**config.mk**
```make
export PLATFORM = sky130hd
export DESIGN_NAME = pe_mac_collector
export DESIGN_NICKNAME = d
export VERILOG_FILES = /design/src/rtl/pe_mac_collector.sv
export SDC_FILE = /design/constraint.sdc
export NUM_CORES = 1
export LEC_CHECK = 0
export CAP_MARGIN = 20
export CORE_MARGIN = 2
export CORE_UTILIZATION = 37
export DETAILED_ROUTE_END_ITERATION = 7
export PLACE_DENSITY_LB_ADDON = 0.1
export SLEW_MARGIN = 20
export SYNTH_ARGS = -nofsm -noshare
export SYNTH_HDL_FRONTEND = slang
export SYNTH_SLANG_ARGS = --single-unit
```
**constraint.sdc**
```tcl
create_clock -name clk -period 5.7 [get_ports clk]
set_input_delay 1.425 -clock clk [delete_from_list [all_inputs] [get_ports clk]]
set_output_delay 1.425 -clock clk [all_outputs]
set_load 0.01 [all_outputs]
```
**src/rtl/pe_mac_collector.sv**
```systemverilog
// Receiving end of the single-PE operand stream: accumulates one 3x3 window of
// products and latches finished windows into four result slots under strobes.
module pe_mac_collector #(
  parameter int DATA_W = 8,
  parameter int TAPS   = 9,
  parameter int SKIP   = 1,
  parameter int ACC_W  = 20
) (
  input  logic              clk,
  input  logic              rst,
  input  logic              on_PE,
  input  logic              rst_PE,
  input  logic [DATA_W-1:0] A_PE,
  input  logic [DATA_W-1:0] W_PE,
  input  logic              C11_PE,
  input  logic              C12_PE,
  input  logic              C21_PE,
  input  logic              C22_PE,
  output logic [ACC_W-1:0]  acc,
  output logic [ACC_W-1:0]  res11,
  output logic [ACC_W-1:0]  res12,
  output logic [ACC_W-1:0]  res21,
  output logic [ACC_W-1:0]  res22,
  output logic [3:0]        res_valid,
  output logic              all_done,
  output logic              err
);

  localparam int TAP_W  = $clog2(TAPS + 1);
  localparam int SKIP_W = (SKIP < 2) ? 1 : $clog2(SKIP);

  typedef enum logic [1:0] {S_IDLE, S_SKIP, S_ACCUM, S_HOLD} state_t;

  state_t              state_q, state_d;
  logic [ACC_W-1:0]    acc_q, acc_d;
  logic [TAP_W-1:0]    tap_cnt_q, tap_cnt_d;
  logic [SKIP_W-1:0]   skip_cnt_q, skip_cnt_d;
  logic [ACC_W-1:0]    res_q [4];
  logic [ACC_W-1:0]    res_d [4];
  logic [3:0]          res_valid_q, res_valid_d;
  logic                all_done_q, all_done_d;
  logic                err_q, err_d;

  logic [3:0]          strobe;
  logic [2*DATA_W-1:0] product;
  logic                multi_strobe;
  logic                last_tap;
  logic                last_skip;

  assign strobe       = {C22_PE, C21_PE, C12_PE, C11_PE};
  assign product      = A_PE * W_PE;
  assign multi_strobe = |(strobe & (strobe - 4'd1));
  assign last_tap     = (tap_cnt_q == TAP_W'(TAPS - 1));
  assign last_skip    = (skip_cnt_q == SKIP_W'(SKIP - 1));

  always_ff @(posedge clk or posedge rst) begin
    if (rst) begin
      state_q <= S_IDLE;
    end else begin
      state_q <= state_d;
    end
  end

  always_comb begin
    state_d = state_q;
    if (rst_PE) begin
      state_d = S_IDLE;
    end else if (on_PE) begin
      case (state_q)
        S_IDLE:  state_d = (SKIP == 0) ? S_ACCUM : S_SKIP;
        S_SKIP:  if (last_skip) state_d = S_ACCUM;
        S_ACCUM: if (last_tap) state_d = S_HOLD;
        S_HOLD:  state_d = S_HOLD;
        default: state_d = S_IDLE;
      endcase
    end
  end

  // Captures read acc_q, so a strobe coinciding with rst_PE sees the pre-clear sum.
  always_comb begin
    acc_d       = acc_q;
    tap_cnt_d   = tap_cnt_q;
    skip_cnt_d  = skip_cnt_q;
    res_valid_d = res_valid_q;
    err_d       = err_q;
    all_done_d  = all_done_q | (&res_valid_q);
    for (int i = 0; i < 4; i++) begin
      res_d[i] = res_q[i];
    end

    if (on_PE) begin
      for (int i = 0; i < 4; i++) begin
        if (strobe[i]) begin
          res_d[i] = acc_q;
        end
      end
      res_valid_d = res_valid_q | strobe;
      if ((|strobe) && ((state_q != S_HOLD) || multi_strobe)) begin
        err_d = 1'b1;
      end
    end

    if (rst_PE) begin
      acc_d      = '0;
      tap_cnt_d  = '0;
      skip_cnt_d = '0;
    end else if (on_PE) begin
      case (state_q)
        S_IDLE: skip_cnt_d = '0;
        S_SKIP: skip_cnt_d = last_skip ? '0 : skip_cnt_q + SKIP_W'(1);
        S_ACCUM: begin
          acc_d     = acc_q + ACC_W'(product);
          tap_cnt_d = tap_cnt_q + TAP_W'(1);
        end
        default: ;
      endcase
    end
  end

  always_ff @(posedge clk or posedge rst) begin
    if (rst) begin
      acc_q       <= '0;
      tap_cnt_q   <= '0;
      skip_cnt_q  <= '0;
      res_valid_q <= '0;
      all_done_q  <= 1'b0;
      err_q       <= 1'b0;
      for (int i = 0; i < 4; i++) begin
        res_q[i] <= '0;
      end
    end else begin
      acc_q       <= acc_d;
      tap_cnt_q   <= tap_cnt_d;
      skip_cnt_q  <= skip_cnt_d;
      res_valid_q <= res_valid_d;
      all_done_q  <= all_done_d;
      err_q       <= err_d;
      for (int i = 0; i < 4; i++) begin
        res_q[i] <= res_d[i];
      end
    end
  end

  assign acc       = acc_q;
  assign res11     = res_q[0];
  assign res12     = res_q[1];
  assign res21     = res_q[2];
  assign res22     = res_q[3];
  assign res_valid = res_valid_q;
  assign all_done  = all_done_q;
  assign err       = err_q;

endmodule

```
# Word level (Yosys, flattened, before mapping)
# Cells that the tools add are included.
# totals
output_inout_bits,106
regBits,113
elab_cells,58
inputBits,24
# op_classes
n_mux,15
n_addsub,4
n_reduce_logical,17
eq_ne,7
multipliers,1
n_bitwise,3
# ops
operator,count
$mux 20,3
$add 20x16->20,1
$mul 8x8->16,1
$reduce_and 2->1,7
$mux 4,3
$mux 2,4
$pmux 2 s4,1
$reduce_or 4->1,2
$ne 3x3->1 const B,2
$add 4x1->4 const B,1
$and 4x4->4,1
$eq 2x2->1 const B,2
$eq 4x4->1 const B,1
$or 4x4->4,1
$reduce_and 4->1,1
$reduce_bool 2->1,2
$sub 4x1->4 const B,1
$mux 1,3
$reduce_and 3->1,1
$reduce_bool 3->1,1
$eq 2x1->1 const B,1
$logic_not 2->1,1
$ne 2x2->1 const B,1
$pmux 1 s2,1
other kinds (4),4

# Logic depth before layout (Yosys ltp)
# Gate-level depths: netlist (run 1).
# depth
ltp_word,6
ltp_mapped,18
depth_no_buf,17

# Worst setup path after synthesis (run 1)
# No wires, ideal clock.
# synth_path
path_type,input-to-reg
startpoint,input A_PE[5]
endpoint,"register acc_q[18], in the netlist acc[18]"
setup_slack_ns,0.085
path_buffers,2
setup_time_ns,0.129
arrival_ns,5.486
stages,16
t_required_ns,5.571
cell_sequence,clkbuf_1 -> nand2_1 -> fa_1 -> inv_1 -> fa_1 -> inv_1 -> fa_1 -> fa_1 -> inv_1 -> ha_1 -> buf_4 -> a21oi_1 -> nor2_1 -> a2111oi_4 -> o41ai_1 -> a2111o_1
# synth_between
elab_chain_len,5
# synth_lines
element,line_no,rtl
start: declaration,13,"input logic [DATA_W-1:0] A_PE,"
$mul 8x8->16,51,assign product = A_PE * W_PE;
$add 20x16->20,112,acc_d = acc_q + ACC_W'(product);
$mux 20,108,case (state_q)
$mux 20,107,end else if (on_PE) begin
$mux 20,103,if (rst_PE) begin
end signal: assignment,122,acc_q <= '0;
end signal: assignment,132,acc_q <= acc_d;
end: declaration,35,"logic [ACC_W-1:0] acc_q, acc_d;"
# No other way between the ends. The select of a mux whose other input is x is not followed.
# A chain may end at the register's enable or synchronous reset.

# Worst setup path after layout (run 1)
# layout_path
startpoint,input A_PE[0]
endpoint,"register acc_q[17], in the netlist acc[17]"
# Same word-level chain as after synthesis.

==> metrics.cfg, run 1 <==
[status]
status=finished clean

[global_route]
grt_use_met3_pct=2.97
grt_pass1_wl_mm=28.9
met2_usage_pct=30.7
grt_use_total_pct=18.4
grt_pass1_vias=5502
grt_busiest_layer=met2
grt_max_degree=85
use_met1_pct=25.0
antenna_found_initial=1
grt.overflow.total=0

[hold_path]
hold_class=flip-flop to flip-flop

[drt]
post-route-drc-count=0
postRouteAntennaNets=0
drtPass1Iterations=4
vias=5386
drtIter0Drc=217
drt-total-wl_mm=17.5
wire_per_inst_um=16.2
viasPerCell=4.98

[pwr]
pwr-share-seq_pct=32.1
ir_worst_vdd_uv=174
p_sw_share_pct=36.4
leakagePower_nw=4.51
power_switching_uw=984
power_frac_comb_pct=44.4
p_int_mw=1.72
clock_power_share_pct=23.6
power_density_nw_per_um2=294

[worst_setup_path]
start_kind=primary input
cp_common_cell=fa_1
critPathCaptureType=flip-flop
path_class=primary input to flip-flop
cp.required_ps=5950
critPathArrivalTime_ps=5800
crit_fanout=5
path_cells=clkdlybuf4s50_1, nand2_1, fa_1, fa_1, inv_1, fa_1, inv_1, fa_1, inv_1, ha_1, o21a_1, o31a_1, a21bo_2, o31a_1, xor2_1, a22o_1
max_stage_delay_ps=550
cpMaxStageDelayCell=fa_1

[sta]
hold_viol=0
rsz0062_at_grt=true
drv_slew=0
slew_headroom_pct=34.6
final.min_clock_period_ps=5540
period_share_pct=97.2
setup_violations=0
max_freq_mhz=180
worstMarginPinSlew_ps=978
worst_slack_ps=157
skew_ps=13.9

[synth]
syn_avg_cell_area_sq_um=10.3
syn-instance-count=681
syn_area_sq_um=7020
synth.top_cell.area_share_pct=39.9
synth_nets=798
netlist_top_cells_area=dfrtp_1, fa_1, ha_1, mux2_2, inv_1
yosysTopAreaCell=dfrtp_1
async_reset_ff_share_pct=100
synth_cell_types=60
synth_warnings=0
ys.flop_type=dfrtp_1
ys_seq_area_share_pct=39.9
synth-edff-count=0
yosys_register_bits=112

[final_layout]
diodes=0
instances_no_fill=1082
drive_gt1_share_pct=14.3
area_delta_synth_final_pct=30.7
design_area_sq_um=9180
layout.nets=960

[placement]
dp.cells=1066
post-place-ws_ps=-514
placedInstanceArea_sq_um=8850
numPortBuffers=129
gp_congestion=0.876
dp_hpwl_mm=13.9

[floorplan]
die-area_sq_um=20100
initial_utilization_pct=37.7
die_w_um=142
num_io_pins=130
coreArea_sq_um=18600
die_y_um=142
rows=50

[cts]
post_cts_buffers=0
htree_num_levels=3
cts_root_buffer=clkbuf_16
clock_sinks=112
cts_made_buffers=9
cts_tree=yes
clockBufferDepth=2
clock_latency_ps=360
clk_pin_slew_ps=90

[flow_run]
cap_violations=0

## repair_timing
action,in CTS,in global routing
pin swaps,0,2
endpoints found under the setup margin,8,11
gates resized for setup,7,12
hold buffers,0,0
endpoints found under the hold margin,0,0
## critical path, delay by kind of cell
| kind | cells | cell delay (ps) |
|---|---|---|
| fa+ha+maj | 5 | 2470 |
| compound gates | 5 | 970 |
| buf+inv | 4 | 680 |
| xor+xnor | 1 | 150 |
| simple gates | 1 | 100 |
## per-layer routing
metal / share of wire [%] / up-vias
met5: 0 / -
met4: 2.0 / 0
met3: 3.9 / 24
met2: 48 / 116
met1: 46 / 2705
li1: - / 2541
## power by group through the flow
stage | Combinational [mW] | Sequential, mW | Clock, mW
detailed placement | 1.19 | 0.883 | 0
global placement | 1.19 | 0.881 | 0
CTS | 1.21 | 0.867 | 0.651
finish | 1.20 | 0.866 | 0.637
global route | 1.35 | 0.873 | 0.687
floorplan | 0.737 | 0.890 | 0
## cells in the final DEF, fill, tap and decap left out, types with 4 or more instances in the layout
| cell | count |
|---|---|
| a21o_1 | 5 |
| o21ai_0 | 46 |
| nand2b_1 | 6 |
| dlygate4sd2_1 | 5 |
| inv_1 | 101 |
| buf_4 | 45 |
| dlymetal6s2s_1 | 7 |
| xnor2_1 | 8 |
| clkdlybuf4s50_1 | 116 |
| xor2_1 | 4 |
| and2_1 | 33 |
| a22o_1 | 5 |
| a21oi_1 | 20 |
| nand2_1 | 96 |
| a211oi_1 | 4 |
| o21a_1 | 4 |
| clkbuf_16 | 9 |
| ha_1 | 43 |
| nor2_1 | 18 |
| dfrtp_1 | 112 |
| nor3_1 | 7 |
| fa_1 | 50 |
| mux2_2 | 40 |
## per-stage QoR
stage | total power, mW | setup TNS [ps] | hold slack [ps] | util, %
final | 2.70 | 0 | 480 | 49.2
after global routing | 2.91 | -23.4 | 500 | 49.2
after CTS | 2.72 | 0 | 484 | 49.1
after detailed placement | 2.08 | -4420 | 462 | 47.5
after global placement | 2.07 | -3990 | 451 | 47.4
after floorplan | 1.63 | 0 | 503 | -
## worst paths after layout
check / end / slack (ps) / cells after the start / startpoint
min in group asynchronous: res12[19] / 1580 / 2 / rst
max in group asynchronous: res12[5] / 3240 / 3 / rst
min reg2reg: err / 480 / 1 / err
min: err / 480 / 1 / err
max reg2reg: acc[17] / 1310 / 15 / acc[7]
max: acc[17] / 160 / 16 / A_PE[0]
## kinds of logic (layout without fill, tap and decap cells)
group	count (synthesis)	after routing	synth area share, %
AO/OA/AOI/OAI	114	114	10.9
XOR/XNOR	12	12	1.50
adder cells (fa/ha/maj)	94	94	22.1
buffers and inverters	126	293	7.04
flip-flops	112	112	39.9
multiplexers	41	41	6.56
AND/OR/NAND/NOR	182	182	12.0
## registers in the layout, summed over array words and instances, names as in the netlist
name / flops
acc: 20
res11: 20
res12: 20
res21: 20
res22: 20
res_valid: 4
tap_cnt_q: 4
state_q: 2
all_done: 1
err: 1
## cells in the mapped netlist, drive strengths merged (2+ instances only)
cell,instances
dfrtp,112
inv,102
nand2,99
fa,50
o21ai,48
ha,43
mux2,40
and2,33
a21oi,21
nor2,19
clkbuf,16
buf,8
xnor2,8
nor3,7
nand2b,6
a211oi,5
a21o,5
a22o,5
a31oi,4
o21a,4
xor2,4
and4,3
nand3,3
nor2b,3
o211ai,3
a2111o,2
a2111oi,2
o21bai,2
o31a,2
o41ai,2
or2,2
## layout make-up
class                      instances  area (sq um)
inverter                         102           388
clock inverter                     7          71.3
clock buffer                       9           225
sequential                       112          2800
fill                            1746          9460
timing repair buffer             175          1650
multi-input combinational        443          3750
tap                              234           293
No activity file was read; power rests on OpenSTA's default activity.
==> inputs of run 2 (changes only) <==
- SLEW_MARGIN: 20 -> 0
==> metrics.cfg, run 2 (synthesis gave the netlist of run 1 again) <==
[status]
status=finished clean

[drt]
postRouteAntennaNets=0  ; unchanged
drt-total-wl_mm=17.6  ; +0.59%
drtIter0Drc=197  ; -9.2%
drtPass1Iterations=4  ; unchanged
viasPerCell=4.94  ; -0.72%
vias=5367  ; -0.35%
wire_per_inst_um=16.2  ; +0.22%
post-route-drc-count=0  ; unchanged

[sta]
period_share_pct=96.7  ; -0.57 points
setup_violations=0  ; unchanged
worstMarginPinSlew_ps=982  ; +3.66 ps
skew_ps=16.4  ; +2.48 ps
max_freq_mhz=181  ; +0.59%
rsz0062_at_grt=false
final.min_clock_period_ps=5510  ; -32.7 ps
drv_slew=0  ; unchanged
hold_viol=0  ; unchanged
hold_ws_ps=478  ; -2.55 ps
slew_headroom_pct=34.3  ; -0.24 points

[worst_setup_path]
critPathArrivalTime_ps=5760  ; -40 ps
cp_common_cell=fa_1
critPathCaptureType=flip-flop
crit_path_start=A_PE[0]
worst-r2r-cell-count=15  ; unchanged
path_cells=clkdlybuf4s50_1, buf_4, and2_1, fa_1, fa_1, ha_1, inv_1, fa_1, inv_1, ha_1, and2b_1, o31a_1, a21bo_2, o31a_1, xor2_1, a22o_1
crit_buf_inv=4  ; unchanged
start_kind=primary input
cpMaxStageDelayCell=fa_1
r2r_slack_ps=1350  ; +40 ps
cp_top_family=adder cells
max_stage_delay_ps=530  ; -20 ps
path_class=primary input to flip-flop
crit_fanout=7  ; +2
cp.required_ps=5950  ; about the same
cp.depth=16  ; unchanged
r2r-start=acc[6]

[cts]
clockBufferDepth=2  ; unchanged
htree_num_levels=3  ; unchanged
cts_root_buffer=clkbuf_16
post_cts_buffers=0  ; unchanged
cts_tree=yes
clk_pin_slew_ps=90  ; about the same
clock_sinks=112  ; unchanged
cts_made_buffers=9  ; unchanged
clock_latency_ps=360  ; about the same
ctsHoldBuffers=0  ; unchanged

[placement]
gp_congestion=0.876  ; unchanged
numPortBuffers=129  ; unchanged
dp.cells=1067  ; +0.094%
dp_hpwl_mm=13.9  ; about the same

[global_route]
grt_pass1_wl_mm=28.9  ; about the same
grt_max_degree=85  ; unchanged
grt.overflow.total=0  ; unchanged
antenna_found_initial=2  ; +1
grt_pass1_vias=5492  ; -0.18%
grt_use_total_pct=18.3  ; -0.11 points

[flow_run]
cap_violations=0  ; unchanged

[hold_path]
hold_class=flip-flop to flip-flop
holdPathStages=1  ; unchanged
hp-start=err

[floorplan]
num_io_pins=130  ; unchanged
coreArea_sq_um=18600  ; unchanged
initial_utilization_pct=37.7  ; unchanged
die_w_um=142  ; unchanged
rows=50  ; unchanged
die_y_um=142  ; unchanged
die-area_sq_um=20100  ; unchanged

[pwr]
leakagePower_nw=4.54  ; +0.80%
ir_worst_vdd_uv=162  ; -6.8%
power_density_nw_per_um2=295  ; +0.10%

[final_layout]
instances_no_fill=1086  ; +0.37%
layout_common_cells=clkdlybuf4s50_1, dfrtp_1, inv_1
final_common_cell=clkdlybuf4s50_1
layout.nets=964  ; +0.42%
multi_input_area_sq_um=3750  ; +0.13%
drive_gt1_share_pct=14.4  ; +0.17 points
area_delta_synth_final_pct=32.0
fillCellCount=1766  ; +1.1%
seqCellArea_sq_um=2800  ; unchanged
diodes=0  ; unchanged

[run 2: changes by cell type in the layout (fill, tap and decap cells not counted), sizes merged]
cell	previous run	this run
buf	46	50
clkdlybuf4s15	0	2
clkdlybuf4s50	116	115
clkinv	2	3
dlygate4sd2	5	4
inv	106	105
[run 2: what timing repair did]
item	in CTS	in global routing
resized for setup	8	15
pin swaps	0	2
endpoints found under the hold margin	0	0
setup endpoints to repair	8	11
[run 2: final cells by class]
cell class	instances	area share, %
clock buffers	9	2.43
clock inverters	7	0.891
inverters	102	4.16
flip-flops and latches	112	30.2
well taps	234	3.16
repair buffers	179	18.6
multi-input cells	443	40.5
[run 2: worst paths after layout]
path	end
min reg2reg	err
max in group asynchronous	res12[1]
min	err
min in group asynchronous	res_valid[1]
max reg2reg	acc[17]
max	acc[17]
[run 2: where the power goes]
group / internal [mW] / switching, mW / leakage (nW) / total (mW)
Clock: 0.315 / 0.327 / 0.147 / 0.642
Sequential: 0.833 / 0.0334 / 1.53 / 0.866
Combinational: 0.590 / 0.631 / 2.87 / 1.22
[run 2: metrics by stage]
step	TNS, ps	utilization (%)	cell area [sq um]	worst slack, ps	power (mW)
after detailed placement	-4490	47.6	8860	-527	2.08
after CTS	0	49.2	9170	1.11	2.73
after global routing	0	49.7	9270	8.67	2.94
after floorplan	0	-	7020	85.1	1.63
final	0	49.7	9270	190	2.73
after global placement	-3990	47.4	8830	-421	2.07
[run 2: metal layers]
layer	share of wire, %	vias up	global-route usage [%]	wire length, um
met5	0	-	0	0
met1	47	2685	25.0	8300
met2	48	117	31.3	8460
met3	3.4	20	2.19	597
li1	-	2545	-	-
met4	1.4	0	4.58	244
==> inputs of run 3 (changes only) <==
- CORE_ASPECT_RATIO: default -> 0.5
==> metrics.cfg, run 3 (synthesis gave the netlist of run 1 again) <==
[sta]
slew_headroom_pct=32.0  ; -2.3 points
max_freq_mhz=181  ; -0.30%
drv_slew=0  ; unchanged
worstMarginPinSlew_ps=1020  ; +34.4 ps
hold_viol=0  ; unchanged
final.min_clock_period_ps=5530  ; +16.7 ps
worst_slack_ps=173  ; -16.7 ps
period_share_pct=97.0  ; +0.29 points
skew_ps=5.93  ; -10.5 ps
setup_violations=0  ; unchanged
rsz0062_at_grt=false

[worst_setup_path]
crit_buf_inv=4  ; unchanged
critPathCaptureType=flip-flop
cp.required_ps=5940  ; about the same
cp_common_cell=fa_1
start_kind=primary input
path_class=primary input to flip-flop
path_cells=clkdlybuf4s50_1, buf_4, and2_1, fa_1, fa_1, ha_1, inv_1, fa_1, inv_1, ha_1, and2b_1, o31a_1, a21bo_2, o31a_1, xor2_1, a22o_1
crit_fanout=7  ; unchanged
cp_top_family=adder cells
critPathArrivalTime_ps=5770  ; about the same
max_stage_delay_ps=520  ; about the same
r2r-start=acc[6]
cpMaxStageDelayCell=fa_1
crit_path_start=A_PE[0]

[drt]
post-route-drc-count=0  ; unchanged
drtIter0Drc=188  ; -4.6%
wire_per_inst_um=15.9  ; -1.9%
postRouteAntennaNets=0  ; unchanged
viasPerCell=4.69  ; -5.1%
drt-total-wl_mm=17.7  ; +0.44%
drtPass1Iterations=4  ; unchanged
vias=5213  ; -2.9%

[floorplan]
initial_utilization_pct=38.0  ; +0.33 points
num_io_pins=130  ; unchanged
die_w_um=199  ; +40%
rows=35  ; -30%
die_y_um=101  ; -28%
die-area_sq_um=20200  ; +0.33%
coreArea_sq_um=18500  ; -0.87%

[placement]
gp_congestion=0.836  ; -4.6%
dp_hpwl_mm=14.2  ; +2.3%
numPortBuffers=129  ; unchanged
dp.cells=1094  ; +2.5%
post-place-ws_ps=-455  ; +71.5 ps

[global_route]
grt_pass1_vias=5103  ; -7.1%
grt_use_total_pct=18.3  ; about the same
grt_max_degree=46  ; -46%
grt_pass1_wl_mm=28.2  ; -2.5%
antenna_found_initial=1  ; -1
grt.overflow.total=0  ; unchanged

[cts]
htree_num_levels=3  ; unchanged
clk_pin_slew_ps=70  ; -20 ps
cts_made_buffers=9  ; unchanged
cts_root_buffer=clkbuf_16
cts_tree=yes
clock_sinks=112  ; unchanged
post_cts_buffers=0  ; unchanged
clockBufferDepth=2  ; unchanged
clock_latency_ps=350  ; about the same

[pwr]
leakagePower_nw=4.63  ; +1.9%
ir_worst_vdd_uv=157  ; -3.5%
power_density_nw_per_um2=296  ; +0.57%

[final_layout]
instances_no_fill=1112  ; +2.4%
area_delta_synth_final_pct=33.6
layout.nets=966  ; +0.21%
drive_gt1_share_pct=14.7  ; +0.22 points
diodes=0  ; unchanged
final_common_cell=clkdlybuf4s50_1
fin_util_pct=50.7  ; +1.0 points
layout_common_cells=clkdlybuf4s50_1, dfrtp_1, inv_1
fillCellCount=1759  ; -0.40%

[hold_path]
hold_class=flip-flop to flip-flop
hp-start=all_done

[flow_run]
cap_violations=0  ; unchanged

[status]
status=finished clean

-- run 3: changes by cell type in the layout (fill, tap and decap cells not counted), sizes merged --
cell | previous run | this run
buf | 50 | 52
bufinv | 0 | 3
clkbuf | 10 | 9
clkdlybuf4s15 | 2 | 0
clkinv | 3 | 1
clkinvlp | 1 | 0
dlygate4sd2 | 4 | 0
dlymetal6s2s | 7 | 14
inv | 105 | 104
-- run 3: metrics by stage --
| stage | area (sq um) | TNS [ps] | total power [mW] | hold slack [ps] |
|---|---|---|---|---|
| 6_report | 9380 | 0 | 2.78 | 479 |
| 5_1_grt | 9380 | 0 | 2.99 | 488 |
| 4_1_cts | 9240 | 0 | 2.78 | 484 |
| 3_5_place_dp | 8900 | -3370 | 2.04 | 464 |
| 3_3_place_gp | 8900 | -3060 | 2.04 | 458 |
| 2_1_floorplan | 7020 | 0 | 1.63 | 503 |
-- run 3: worst reg2reg max path, cell delays in order, from the launching register on --
cell and delay, ps:
dfrtp_1 400, inv_1 170, fa_1 570, inv_1 50, fa_1 490, inv_1 50
fa_1 460, fa_1 540, inv_1 40, ha_1 320, o21a_1 200, o31a_1 120
a21bo_2 240, o31a_1 300, xor2_1 140, a22o_1 200
-- run 3: final cells by class --
| type | instances | area [sq um] | area share, % |
|---|---|---|---|
| Clock buffer | 9 | 225 | 2.40 |
| Multi-Input combinational cell | 443 | 3770 | 40.2 |
| Inverter | 102 | 385 | 4.11 |
| Timing Repair Buffer | 181 | 1750 | 18.7 |
| Clock inverter | 6 | 116 | 1.24 |
| Tap cell | 259 | 324 | 3.46 |
| Sequential cell | 112 | 2800 | 29.9 |
-- run 3: final timing paths --
check | end | slack, ps | depth (start not counted)
setup / recovery | acc[17] | 170 | 16
hold / removal | all_done | 480 | 1
setup reg to reg | acc[17] | 1310 | 15
hold reg to reg | all_done | 480 | 1
max in group asynchronous | res21[11] | 3260 | 3
min in group asynchronous | res22[0] | 1490 | 2
-- run 3: layer usage --
layer | part of all wire (%) | up-vias | global-route usage [%]
met5 | 0.074 | - | 0
li1 | - | 2551 | -
met4 | 0.94 | 2 | 4.48
met3 | 3.2 | 16 | 2.33
met2 | 42 | 92 | 27.5
met1 | 54 | 2552 | 28.1
-- run 3: power by group --
group | total, mW | switching [mW] | internal (mW)
combinational | 1.19 | 0.616 | 0.577
clock | 0.720 | 0.289 | 0.431
sequential | 0.865 | 0.0324 | 0.833
total | 2.78 | 0.937 | 1.84
-- run 3: what timing repair did --
| action | CTS | global route |
|---|---|---|
| setup endpoints to repair | 1 | 11 |
| gates cloned | 0 | 0 |
| resized for setup | 1 | 21 |
| hold buffers | 0 | 0 |
| pin swaps | 0 | 7 |
